$ cat config.mk
export PLATFORM = sky130hd
export DESIGN_NAME = fetch_sequencer
export DESIGN_NICKNAME = d
export VERILOG_FILES = /design/src/rtl/fetch_pkg.sv /design/src/rtl/sat_counter.sv /design/src/rtl/fetch_sequencer.sv
export SDC_FILE = /design/constraint.sdc
export NUM_CORES = 1
export LEC_CHECK = 0
export ABC_AREA = 1
export BUFFER_PORTS_ARGS = -buffer_cell sky130_fd_sc_hd__buf_4
export CAP_MARGIN = 20
export CORE_UTILIZATION = 50
export CTS_CLUSTER_SIZE = 14
export DETAILED_ROUTE_END_ITERATION = 6
export PLACE_DENSITY = 0.8
export SYNTH_ARGS = -nofsm -noshare
export SYNTH_HDL_FRONTEND = slang
export SYNTH_SLANG_ARGS = --single-unit
$ cat constraint.sdc
create_clock -name clk -period 4.25 [get_ports clk]
set_input_delay 0.6375 -clock clk [delete_from_list [all_inputs] [get_ports clk]]
set_output_delay 0.6375 -clock clk [all_outputs]
set_load 0.02 [all_outputs]
$ cat src/rtl/fetch_pkg.sv
// -----------------------------------------------------------------------------
// fetch_pkg
// Shared definitions for the fetch sequencer: FSM state encoding, the default
// terminator instruction and the instruction size in bytes, plus a helper that
// forces a byte address onto a word boundary.
// -----------------------------------------------------------------------------
package fetch_pkg;

    typedef enum logic [1:0] {
        IDLE  = 2'd0,
        FETCH = 2'd1,
        HALT  = 2'd2
    } state_e;

    localparam logic [31:0] HALT_WORD_DEFAULT = 32'h0000_0000;
    localparam int unsigned INSTR_BYTES       = 4;

    // Clear the byte-offset bits so the PC always names a whole word.
    function automatic logic [31:0] align_word(input logic [31:0] addr);
        return {addr[31:2], 2'b00};
    endfunction

endpackage

$ cat src/rtl/sat_counter.sv
// -----------------------------------------------------------------------------
// sat_counter
// Up-counter that sticks at its all-ones value instead of wrapping.
// Ports:
//   clk     in   rising-edge clock
//   reset   in   asynchronous active-high reset (count -> 0)
//   clr_i   in   synchronous clear, wins over inc_i
//   inc_i   in   add one unless already saturated
//   count_o out  current count (registered)
// -----------------------------------------------------------------------------
module sat_counter #(
    parameter int unsigned WIDTH = 16
) (
    input  logic             clk,
    input  logic             reset,
    input  logic             clr_i,
    input  logic             inc_i,
    output logic [WIDTH-1:0] count_o
);

    localparam logic [WIDTH-1:0] CNT_MAX  = {WIDTH{1'b1}};
    localparam logic [WIDTH-1:0] CNT_ZERO = {WIDTH{1'b0}};
    localparam logic [WIDTH-1:0] CNT_ONE  = {{(WIDTH-1){1'b0}}, 1'b1};

    logic [WIDTH-1:0] count_q;
    logic [WIDTH-1:0] count_d;

    // Next count: clear, saturating increment, or hold.
    always_comb begin
        count_d = count_q;
        if (clr_i) begin
            count_d = CNT_ZERO;
        end else if (inc_i && (count_q != CNT_MAX)) begin
            count_d = count_q + CNT_ONE;
        end else begin
            count_d = count_q;
        end
    end

    // Count register.
    always_ff @(posedge clk or posedge reset) begin
        if (reset) begin
            count_q <= CNT_ZERO;
        end else begin
            count_q <= count_d;
        end
    end

    assign count_o = count_q;

endmodule

$ cat src/rtl/fetch_sequencer.sv
// -----------------------------------------------------------------------------
// fetch_sequencer
// Owns the program counter, drives the instruction memory address and hands
// fetched words to decode over a valid/ready handshake. Handles backpressure,
// redirects, program termination (terminator word or end of memory) and
// counts delivered instructions.
// Ports:
//   clk, reset        clock; asynchronous active-high reset
//   start             pulse: begin fetching at RESET_PC (IDLE/HALT only)
//   imem_addr         byte address presented to instruction memory (= PC)
//   imem_instr        word returned combinationally for imem_addr
//   out_valid/ready   handshake towards decode
//   out_instr/out_pc  delivered instruction and its byte address
//   redirect_valid/pc one-cycle PC change request (FETCH/HALT only)
//   halted            high while in HALT
//   misalign          sticky: a redirect target had nonzero bits [1:0]
//   retired           saturating count of handshakes since start
// -----------------------------------------------------------------------------
module fetch_sequencer
    import fetch_pkg::*;
#(
    parameter logic [31:0] RESET_PC   = 32'h0000_0000,
    parameter int unsigned PROG_WORDS = 256,
    parameter logic [31:0] HALT_WORD  = HALT_WORD_DEFAULT
) (
    input  logic        clk,
    input  logic        reset,
    input  logic        start,
    output logic [31:0] imem_addr,
    input  logic [31:0] imem_instr,
    output logic        out_valid,
    input  logic        out_ready,
    output logic [31:0] out_instr,
    output logic [31:0] out_pc,
    input  logic        redirect_valid,
    input  logic [31:0] redirect_pc,
    output logic        halted,
    output logic        misalign,
    output logic [15:0] retired
);

    localparam logic [31:0] PC_LIMIT = 32'(PROG_WORDS * INSTR_BYTES);
    localparam logic [31:0] PC_STEP  = 32'(INSTR_BYTES);

    state_e      state_q;
    logic [31:0] pc_q;
    logic        out_valid_q;
    logic [31:0] out_instr_q;
    logic [31:0] out_pc_q;
    logic        halted_q;
    logic        misalign_q;

    logic        redirect_take;
    logic        start_take;
    logic        accept;
    logic        advance;
    logic        stop_fetch;

    // Request decoding in priority order: redirect beats start, and both only
    // apply in the states where they are meaningful.
    always_comb begin
        redirect_take = redirect_valid && (state_q != IDLE);
        start_take    = start && !redirect_take && (state_q != FETCH);
        accept        = out_valid_q && out_ready;
        advance       = (state_q == FETCH) && (!out_valid_q || out_ready);
        // The limit test runs on the PC itself, so an overrun is caught before
        // the PC could wrap past 2^32.
        stop_fetch    = (pc_q >= PC_LIMIT) || (imem_instr == HALT_WORD);
    end

    // Sequencer FSM with its registered outputs.
    always_ff @(posedge clk or posedge reset) begin
        if (reset) begin
            state_q     <= IDLE;
            pc_q        <= RESET_PC;
            out_valid_q <= 1'b0;
            out_instr_q <= 32'h0000_0000;
            out_pc_q    <= 32'h0000_0000;
            halted_q    <= 1'b0;
            misalign_q  <= 1'b0;
        end else if (redirect_take) begin
            // Whatever was held or in flight is dropped; the target word is
            // fetched on the following edge.
            state_q     <= FETCH;
            pc_q        <= align_word(redirect_pc);
            out_valid_q <= 1'b0;
            halted_q    <= 1'b0;
            if (redirect_pc[1:0] != 2'b00) begin
                misalign_q <= 1'b1;
            end else begin
                misalign_q <= misalign_q;
            end
        end else if (start_take) begin
            state_q     <= FETCH;
            pc_q        <= RESET_PC;
            out_valid_q <= 1'b0;
            halted_q    <= 1'b0;
            misalign_q  <= 1'b0;
        end else begin
            case (state_q)
                FETCH: begin
                    if (advance) begin
                        if (stop_fetch) begin
                            // The PC stays on the terminator / limit address.
                            state_q     <= HALT;
                            out_valid_q <= 1'b0;
                            halted_q    <= 1'b1;
                        end else begin
                            out_instr_q <= imem_instr;
                            out_pc_q    <= pc_q;
                            out_valid_q <= 1'b1;
                            pc_q        <= pc_q + PC_STEP;
                        end
                    end else begin
                        // Backpressure: output word and PC are frozen.
                        out_valid_q <= out_valid_q;
                    end
                end
                IDLE: begin
                    out_valid_q <= 1'b0;
                end
                HALT: begin
                    out_valid_q <= 1'b0;
                end
                default: begin
                    state_q     <= IDLE;
                    pc_q        <= RESET_PC;
                    out_valid_q <= 1'b0;
                    halted_q    <= 1'b0;
                end
            endcase
        end
    end

    // A handshake coinciding with a redirect still counts: decode took the word.
    sat_counter #(
        .WIDTH (16)
    ) u_retired (
        .clk     (clk),
        .reset   (reset),
        .clr_i   (start_take),
        .inc_i   (accept),
        .count_o (retired)
    );

    assign imem_addr = pc_q;
    assign out_valid = out_valid_q;
    assign out_instr = out_instr_q;
    assign out_pc    = out_pc_q;
    assign halted    = halted_q;
    assign misalign  = misalign_q;

endmodule

==> results.txt, run 1 <==
The post-route setup TNS is 0 ns. In this run the static leakage power is just over 0.004 µW. The count of inserted antenna diode cells is 0. The layout net count is 968.

The flow ran to the end, and the final reports show no timing, DRC or antenna violations. Counting along the longest clock path gives a buffer depth of 2. The wire length after detailed routing came out at 13300 µm. Of the total power, combinational logic draws 0.379. Once detailed placement completed, the half-perimeter wirelength came to 9460 µm. The largest net degree at the start of global routing is a little over 70.

The most used flip-flop cell after synthesis is sky130_fd_sc_hd__dfrtp_1. The post-route cell area is 7220 µm². The detailed-router iteration count before antenna repair is 5. The total cell area at the placement stage is 7000 µm². TritonCTS built the clock tree. The post-route core utilization came out at 0.663. The cell count after synthesis came out at approximately 730. The area occupied by multi-input gates is 2050 µm².

The leftover overflow at the end of global routing is 0. For the final database, setup skew stands at 0.0141 ns. The kind of path behind the tightest hold check is primary input to asynchronous set/reset pin. Counting distinct cell types in the post-synthesis netlist gives 31.

The headroom to the max-slew limit came out at 0.326. The growth of design area from synthesis to finish came out at 29.0%. The count of buffers inserted at the top-level ports is 179. The H-tree was split into 3 levels. The critical path in this run is classified as flip-flop to flip-flop. The net switching component of the power is 1420 µW. The post-detailed-route DRC marker count came out at 0. The post-cts sizing count is 0. The power per cell area is 486 nW/µm².

The share of total power consumed by net switching is 0.406. The count of endpoints failing hold in the final timing report is 0. The power after layout is 3510 µW. In this run the horizontal extent of the chip is 108 µm.

The mean instance size in the synthesized netlist came out at 7.69 µm². The initial core utilization is 0.514. The cell area after technology mapping came out at between 5000 and 6000 µm². Subtracting the final worst setup slack from the clock period gives 2.77 ns.

The final weighted congestion in routability-driven placement came out at 0.891. The root buffer cell chosen for the clock tree is sky130_fd_sc_hd__clkbuf_8. The post-detailed-route via-to-cell ratio is a little under 5. Yosys printed 0 warnings. The biggest fanout along the worst timing path is 41. The number of maximum-capacitance constraint violations is 0.

The clock network fraction of design power came out at 0.198. Of the available clock period, the critical path in the final layout requires 0.653. After clock tree synthesis, the flow added hold-fix buffers numbering 0.

The worst setup path is launched from a flip-flop. The number of antenna violations at the first check in global routing came out at 0. The latest clock arrival within the worst-skew pair came out at roughly 0.37 ns.

The tightest hold path in the finished design has a slack of 0.434 ns. For this run, the register share of the synthesized area comes to 0.501. The die is 108 µm tall. The number of setup violations in the final report is 0. Clock-pin slew was measured on the worst setup and hold paths at 0.12 ns. The post-CTS setup repair buffer count is 0. Setup repair after global routing left no endpoint under its margin. The number of fillers in the final layout came out at 987. The clock sink total came out at 112. The average wire per standard cell is 12.8 µm.

The sequential cell fraction of total power came out at 0.423. The slew of the pin with the lowest slew margin came out at 1.01 ns. In the final layout, flip-flops and latches occupy 2800 µm².

The data arrival at the endpoint of the critical path is 3.08 ns. The first global-routing pass estimated 21400 µm of wire. The synthesized design contains 0 enable-type register cells.

The internal power component is about 2100 µW. IR analysis of the VDD net gives a maximum drop of 0.348 mV. For this run, asynchronously set or reset flops after synthesis account for 1.00.

The area enclosed by the die boundary came out at 11600 µm². The synthesis-stage register bit count came out at between 100 and 150. Static timing analysis puts the maximum clock frequency at 361 MHz.

The share of final-layout standard cells stronger than drive strength 1 is 0.246. The number of standard-cell rows in the floorplan came out at 38. During I/O placement, the number of pins put on the boundary was 184.

The total via count after detailed routing came out at 5087. The DRC violation total after the first TritonRoute iteration came out at around 300. The count of nets left with antenna violations after detail routing is 0.

The total track usage came out at 0.233. The number of global-route vias before repair is 4462. The TritonCTS buffer count came out at 9. The worst setup path is captured at a flip-flop.

The core outline area is between 10000 and 15000 µm². The data required time of the worst path came out at 4.56 ns. The number of pins with negative max-slew slack in the final report came out at 0.
## layer usage
| layer | share of wire | up-vias | track usage |
|---|---|---|---|
| li1 | - | 2521 | - |
| met4 | 0.013 | 0 | 0.0646 |
| met1 | 0.46 | 2366 | 0.330 |
| met5 | 0 | - | 0 |
| met3 | 0.085 | 14 | 0.0527 |
| met2 | 0.45 | 186 | 0.358 |
## power by group through the flow
stage / combinational, µW / clock [µW] / sequential (µW)
after global routing: 1460 / 750 / 1510
final: 1330 / 696 / 1480
after detailed placement: 1340 / 0 / 1500
after global placement: 1320 / 0 / 1490
after floorplan: 583 / 0 / 1720
after CTS: 1340 / 712 / 1480
## placed cells by master (no fill, tap or decap)
| cell type | n |
|---|---|
| sky130_fd_sc_hd__nand2_1 | 211 |
| sky130_fd_sc_hd__buf_4 | 183 |
| sky130_fd_sc_hd__inv_1 | 153 |
| sky130_fd_sc_hd__dfrtp_1 | 112 |
| sky130_fd_sc_hd__nand3_1 | 73 |
| sky130_fd_sc_hd__nor2_1 | 45 |
| sky130_fd_sc_hd__nand4_1 | 16 |
| sky130_fd_sc_hd__o21ai_0 | 15 |
| sky130_fd_sc_hd__nand3b_1 | 11 |
| sky130_fd_sc_hd__nor3_1 | 10 |
| sky130_fd_sc_hd__clkbuf_8 | 9 |
| sky130_fd_sc_hd__xor2_1 | 8 |
| sky130_fd_sc_hd__o21ai_2 | 7 |
| sky130_fd_sc_hd__a22o_1 | 7 |
| sky130_fd_sc_hd__a21oi_1 | 6 |
| sky130_fd_sc_hd__nand2_2 | 4 |
| sky130_fd_sc_hd__conb_1 | 4 |
| sky130_fd_sc_hd__inv_2 | 3 |
| sky130_fd_sc_hd__ha_1 | 3 |
| sky130_fd_sc_hd__nor2_2 | 2 |
| sky130_fd_sc_hd__nand3_2 | 2 |
| sky130_fd_sc_hd__nor2_4 | 2 |
| sky130_fd_sc_hd__clkinv_8 | 2 |
| sky130_fd_sc_hd__inv_6 | 2 |
| sky130_fd_sc_hd__inv_4 | 1 |
| sky130_fd_sc_hd__o211ai_1 | 1 |
| sky130_fd_sc_hd__a21boi_1 | 1 |
| sky130_fd_sc_hd__nor3b_1 | 1 |
| sky130_fd_sc_hd__nand2_4 | 1 |
| sky130_fd_sc_hd__o31ai_1 | 1 |
| sky130_fd_sc_hd__nand4_2 | 1 |
| sky130_fd_sc_hd__xnor2_1 | 1 |
| sky130_fd_sc_hd__bufinv_16 | 1 |
| sky130_fd_sc_hd__clkinv_4 | 1 |
| sky130_fd_sc_hd__inv_8 | 1 |
## worst paths after layout
path / from / endpoint / slack, ns / depth (start not counted)
max: imem_addr[28]$_DFFE_PP0P_ / out_instr[12]$_DFFE_PP0P_ / 1.48 / 12
min: reset / out_pc[30]$_DFFE_PP0P_ / 0.43 / 2
max reg2reg: imem_addr[28]$_DFFE_PP0P_ / out_instr[12]$_DFFE_PP0P_ / 1.48 / 12
min reg2reg: out_pc[30]$_DFFE_PP0P_ / out_pc[30]$_DFFE_PP0P_ / 0.48 / 2
max in group asynchronous: reset / out_instr[0]$_DFFE_PP0P_ / 2.95 / 3
min in group clk: redirect_pc[16] / imem_addr[16]$_DFFE_PP0P_ / 0.45 / 3
## layout make-up
| cell class | instances | share of cell area |
|---|---|---|
| flip-flops and latches | 112 | 0.388 |
| clock inverters | 7 | 0.0139 |
| multi-input cells | 433 | 0.284 |
| well taps | 140 | 0.0243 |
| repair buffers | 183 | 0.190 |
| clock buffers | 9 | 0.0172 |
| inverters | 157 | 0.0820 |
## cell families after synthesis
logic type,after synthesis,synth area share
fa+ha+maj,3,0.00671
buf+inv,186,0.135
simple gates,379,0.298
compound gates,38,0.0447
xor+xnor,9,0.0141
flops,112,0.501
other cells,1,0.000670
## worst max-delay path, cell delays in order (launching register included)
cell and delay (ns):
sky130_fd_sc_hd__dfrtp_1 0.43, sky130_fd_sc_hd__nor2_1 0.14, sky130_fd_sc_hd__nand2_1 0.07, sky130_fd_sc_hd__nor2_1 0.10
sky130_fd_sc_hd__nand2_1 0.06, sky130_fd_sc_hd__nor2_2 0.17, sky130_fd_sc_hd__nand2_2 0.12, sky130_fd_sc_hd__inv_2 0.50
sky130_fd_sc_hd__nand2_2 0.45, sky130_fd_sc_hd__buf_4 0.40, sky130_fd_sc_hd__nand2_1 0.12, sky130_fd_sc_hd__nand2_1 0.05
sky130_fd_sc_hd__inv_1 0.05
## registers in the layout, indices dropped and copies added, names as in the netlist
name	flops
out_valid	1
state_q	2
imem_addr	30
misalign	1
u_retired.count_o	16
out_instr	32
out_pc	30
## through the flow
step	cells	setup WS, ns
after floorplan	731	0.653
after global placement	1025	1.26
after detailed placement	1025	1.22
after CTS	1041	1.46
after global routing	1041	1.21
final	1041	1.48
## cells in the mapped netlist, types with 4 or more instances
| library cell | count | area (µm²) |
|---|---|---|
| sky130_fd_sc_hd__dfrtp_1 | 112 | 2800 |
| sky130_fd_sc_hd__a21oi_1 | 6 | 30.0 |
| sky130_fd_sc_hd__buf_4 | 8 | 60.1 |
| sky130_fd_sc_hd__a22o_1 | 7 | 61.3 |
| sky130_fd_sc_hd__nor3_1 | 10 | 50.1 |
| sky130_fd_sc_hd__xor2_1 | 8 | 70.1 |
| sky130_fd_sc_hd__o21ai_2 | 7 | 61.3 |
| sky130_fd_sc_hd__nand2_2 | 4 | 25.0 |
| sky130_fd_sc_hd__nand3_1 | 73 | 365 |
| sky130_fd_sc_hd__nand3b_1 | 11 | 82.6 |
| sky130_fd_sc_hd__o21ai_0 | 15 | 75.1 |
| sky130_fd_sc_hd__inv_1 | 154 | 578 |
| sky130_fd_sc_hd__nand2_1 | 211 | 792 |
| sky130_fd_sc_hd__nand4_1 | 16 | 100 |
| sky130_fd_sc_hd__nor2_1 | 45 | 169 |
| sky130_fd_sc_hd__buf_2 | 17 | 85.1 |
(Power assumes the default switching activity.)
==> run 2, diff against run 1 <==
- ABC_AREA: 1 -> 0
- CORE_UTILIZATION: 50 -> 49
- PLACE_DENSITY: 0.8 -> 0.81
- clock period: 4.25 -> 2.6 ns (I/O delays scaled with it)
==> run 2 against run 1 <==
Against the previous run:
- sequential share of layout area grew 4.2 points
- area after synthesis fell by 14%
- register-to-register slack lost 1.3 ns
- maximum frequency up 16%
- global-route usage is 1.1 points lower
- critical endpoint is now out_pc[8]$_DFFE_PP0P_
==> results.txt, run 2 <==
The flow ran to the end, and the final reports show no timing, DRC or antenna violations. The number of pins with negative max-slew slack in the final report is 0. At the end of the flow, the number of nets in the layout was 633. The data arrival at the endpoint of the critical path is 2.63 ns. The post-cts sizing count came out at 0.

In the synthesized netlist the async set-or-reset flop fraction comes to 1.00. The wire length of the first global-routing pass came out at between 15000 and 20000 µm. The DRC violation total after the first TritonRoute iteration is 104. Dividing the detail-routed via count by the number of cells gives 5.33. In this run the critical register-to-register path is launched from imem_addr[10]$_DFFE_PP0P_. In this run the core area contains 35 standard-cell rows. The latest clock arrival within the worst-skew pair is ~0.36 ns. The routed length on met1 is 5000 µm. The worst hold path belongs to the class primary input to asynchronous set/reset pin. Sorting the synthesized cells by area gives the leading types as sky130_fd_sc_hd__dfrtp_1 (58%), sky130_fd_sc_hd__mux2_4 (9.3%), sky130_fd_sc_hd__a22o_1 (3.8%), sky130_fd_sc_hd__nor2b_1 (2.9%), sky130_fd_sc_hd__xor2_1 (2.0%).

The proportion of netlist area held by the largest area contributor came out at 0.582. In this run the cell area of the synthesized design comes to 4820 µm². The count of endpoints failing hold in the final timing report is 0. The share of synthesized cell area in and, or, nand and nor gates came out at 0.144.

The count of unique library cells instantiated by Yosys came out at between 40 and 50. TritonCTS built the clock tree. The core outline area is 9370 µm². Summed over all nets, wire length on met3 after detailed routing comes to 678 µm. Among all flip-flop cells after synthesis, the most frequent one is sky130_fd_sc_hd__dfrtp_1. Buffers placed on the I/O ports in this run total 179. After clock tree synthesis, the flow added hold-fix buffers numbering 0. The fraction of the yosys area taken by sequential cells came out at 0.582. The upper clock frequency limit came out at 418 MHz.

The tree is rooted in a sky130_fd_sc_hd__clkbuf_8. The clock sink total came out at 112. The number of antenna violations at the first check in global routing was 0. The type of the setup path with the least slack is flip-flop to flip-flop. The count of H-tree levels built during CTS is 3. In this run the deepest clock path goes through 2 buffers.

The number of setup buffers added after CTS is 0. The static leakage power came out at 0.00335 µW. The leading cell type in the layout, fill and taps excluded is sky130_fd_sc_hd__buf_4.

After detailed routing, the number of remaining DRC violations is 0. The mean instance size in the synthesized netlist came out at 12.7 µm². The commonest cells after synthesis are sky130_fd_sc_hd__dfrtp_1 (112), sky130_fd_sc_hd__mux2_4 (30), sky130_fd_sc_hd__nor2_1 (23). Yosys mapped a number of flops with a built-in enable equal to 0. The clock skew after layout came out at 0.0169 ns. After routing the design area is ~6500 µm². Leaving out fill and tap cells, the most frequent cells in the layout are sky130_fd_sc_hd__buf_4 (185), sky130_fd_sc_hd__dfrtp_1 (112), sky130_fd_sc_hd__mux2_4 (30), sky130_fd_sc_hd__nor2_1 (23), sky130_fd_sc_hd__nor2b_1 (22).

For this run, the slowest stage of the critical path takes 0.54 ns. The worst setup path is launched from a flip-flop. The clock edge transition at the registers on the reported setup and hold paths came out at 0.11 ns. The total via count after detailed routing is 3704. The worst-case IR drop observed on VDD is slightly below 0.6 mV. The slew of the pin with the lowest slew margin is 0.812 ns. The area enclosed by the die boundary is 10200 µm².

The number of global-route vias before repair was ~3600. sky130_fd_sc_hd__dfrtp_1 is the most common cell in the netlist. Global routing finished with a remaining overflow of 0. The detail route stage leaves a number of antenna-violating nets equal to 0.

The initial core utilization is 0.514. The synthesized-area fraction occupied by ao, oa, aoi and oai cells came to 0.0852. The share of final-layout standard cells stronger than drive strength 1 came out at 0.428. In this run the worst setup path begins at imem_addr[10]$_DFFE_PP0P_. The TritonCTS buffer count came out at 9. The growth of design area from synthesis to finish came out at 35.2%.

Counting the fill cells in the layout gives 707. The horizontal die dimension came out at 101 µm. The total cell area at the placement stage came out at 6330 µm². Of the available clock period, the critical path in the final layout requires 0.921. The type of destination of the critical path is a flip-flop. The largest net degree at the start of global routing came out at 48. The count of yosys warnings during synthesis is 0. The xor and xnor area share after synthesis came out at 0.0273.

After detailed routing, no signal wire sits above met4. The dominant cell type by area after synthesis is sky130_fd_sc_hd__dfrtp_1. The average wire per standard cell is 16.3 µm. At the end of routability-driven placement, the weighted congestion stood at around 0.78.

The biggest fanout along the worst timing path came out at 10. Setup repair after global routing left no endpoint under its margin. The data required time of the worst path came out at 2.84 ns. The number of maximum-capacitance constraint violations is 0. The smallest clock period supported by the final layout is computed as 2.39 ns.

The count of boundary I/O pins came out at around 180. The largest family of logic cells by synthesized area is simple AND/OR/NAND/NOR gates. The adder and majority cell fraction of the synthesized area came out at 0.00779.

The number of setup violations in the final report came out at 0. The register with the most flip-flops in the layout has 32 of them. The area occupied by multi-input gates is 1880 µm². Walking the worst path, the cells encountered are or4_1 > nor2_1 > o2111ai_2 > nor3b_4 > buf_4 > mux2_4.

The HPWL after detailed placement came out at around 8300 µm. The vertical die dimension came out at 101 µm. In the final timing run, aggregate negative setup slack is 0 ns.

Measured against the total synthesized area, the mux share comes to 0.123. The sum of met2 wire segment lengths after detailed routing is 5400 µm. In the global route stage, overall resource usage came out at 0.222. The power per cell area came out at 742 nW/µm². The number of cells produced by synthesis came out at 380. The area of all sequential standard cells is 2800 µm². The headroom to the max-slew limit came out at 0.458.

On the critical path, the stage with the largest delay is an instance of sky130_fd_sc_hd__or4_1. The wire length after detailed routing came out at 11300 µm. The synthesis-stage register bit count came out at 112. The count of inserted antenna diode cells came out at 0. The detailed-router iteration count before antenna repair came out at 4.
[run 2: final timing paths]
kind	end	slack, ns	depth (start not counted)
max in group asynchronous	u_retired.count_o[0]$_DFFE_PP0P_	1.75	3
min in group clk	imem_addr[25]$_DFFE_PP0P_	0.24	2
max	out_pc[8]$_DFFE_PP0P_	0.21	6
max reg2reg	out_pc[8]$_DFFE_PP0P_	0.21	6
min	out_instr[9]$_DFFE_PP0P_	0.18	2
min reg2reg	out_pc[5]$_DFFE_PP0P_	0.50	1
[run 2: through the flow]
step                      cells  total power, µW   util  setup slack [ns]  hold WS [ns]
after detailed placement    679             3900  0.676             0.229         0.479
after CTS                   695             4860  0.695             0.198         0.179
after floorplan             383             3170      -             0.281         0.523
after global placement      679             3840  0.676             0.291         0.474
after global routing        695             5060  0.695            0.0959         0.225
final                       695             4830  0.695             0.206         0.181
[run 2: logic make-up after synthesis]
kind of cell	after synthesis
AOI/OAI and AO/OA	54
xor gates and xnor gates	15
adders and majority gates	3
buffers and inverters	27
DFF	112
muxes	43
other	1
and+or+nand+nor	125
[run 2: cell type report]
type	instances	share of cell area
Multi-Input combinational cell	244	0.288
Clock inverter	6	0.00807
Sequential cell	112	0.430
Clock buffer	10	0.0196
Inverter	5	0.00346
Tap cell	129	0.0248
Timing Repair Buffer	189	0.225
[run 2: critical path, delay by kind of cell (launching register included)]
kind | cells | cell delay (ns)
muxes | 1 | 0.31
and+or+nand+nor | 3 | 1.08
buffers and inverters | 1 | 0.29
AOI/OAI and AO/OA | 1 | 0.16
DFF | 1 | 0.42
[run 2: per-layer routing]
metal  up-vias  global-route usage
li1       1724                   -
met1      1815               0.301
met2       146               0.365
met3        19              0.0352
met4         0              0.0803
met5         -                   0
[run 2: report_power, final]
part	leakage (µW)	total [µW]	internal [µW]	switching (µW)
sequential	0.00152	2290	2010	282
clock	0.0000854	966	365	601
combinational	0.00174	1580	716	862
total	0.00335	4830	3090	1740
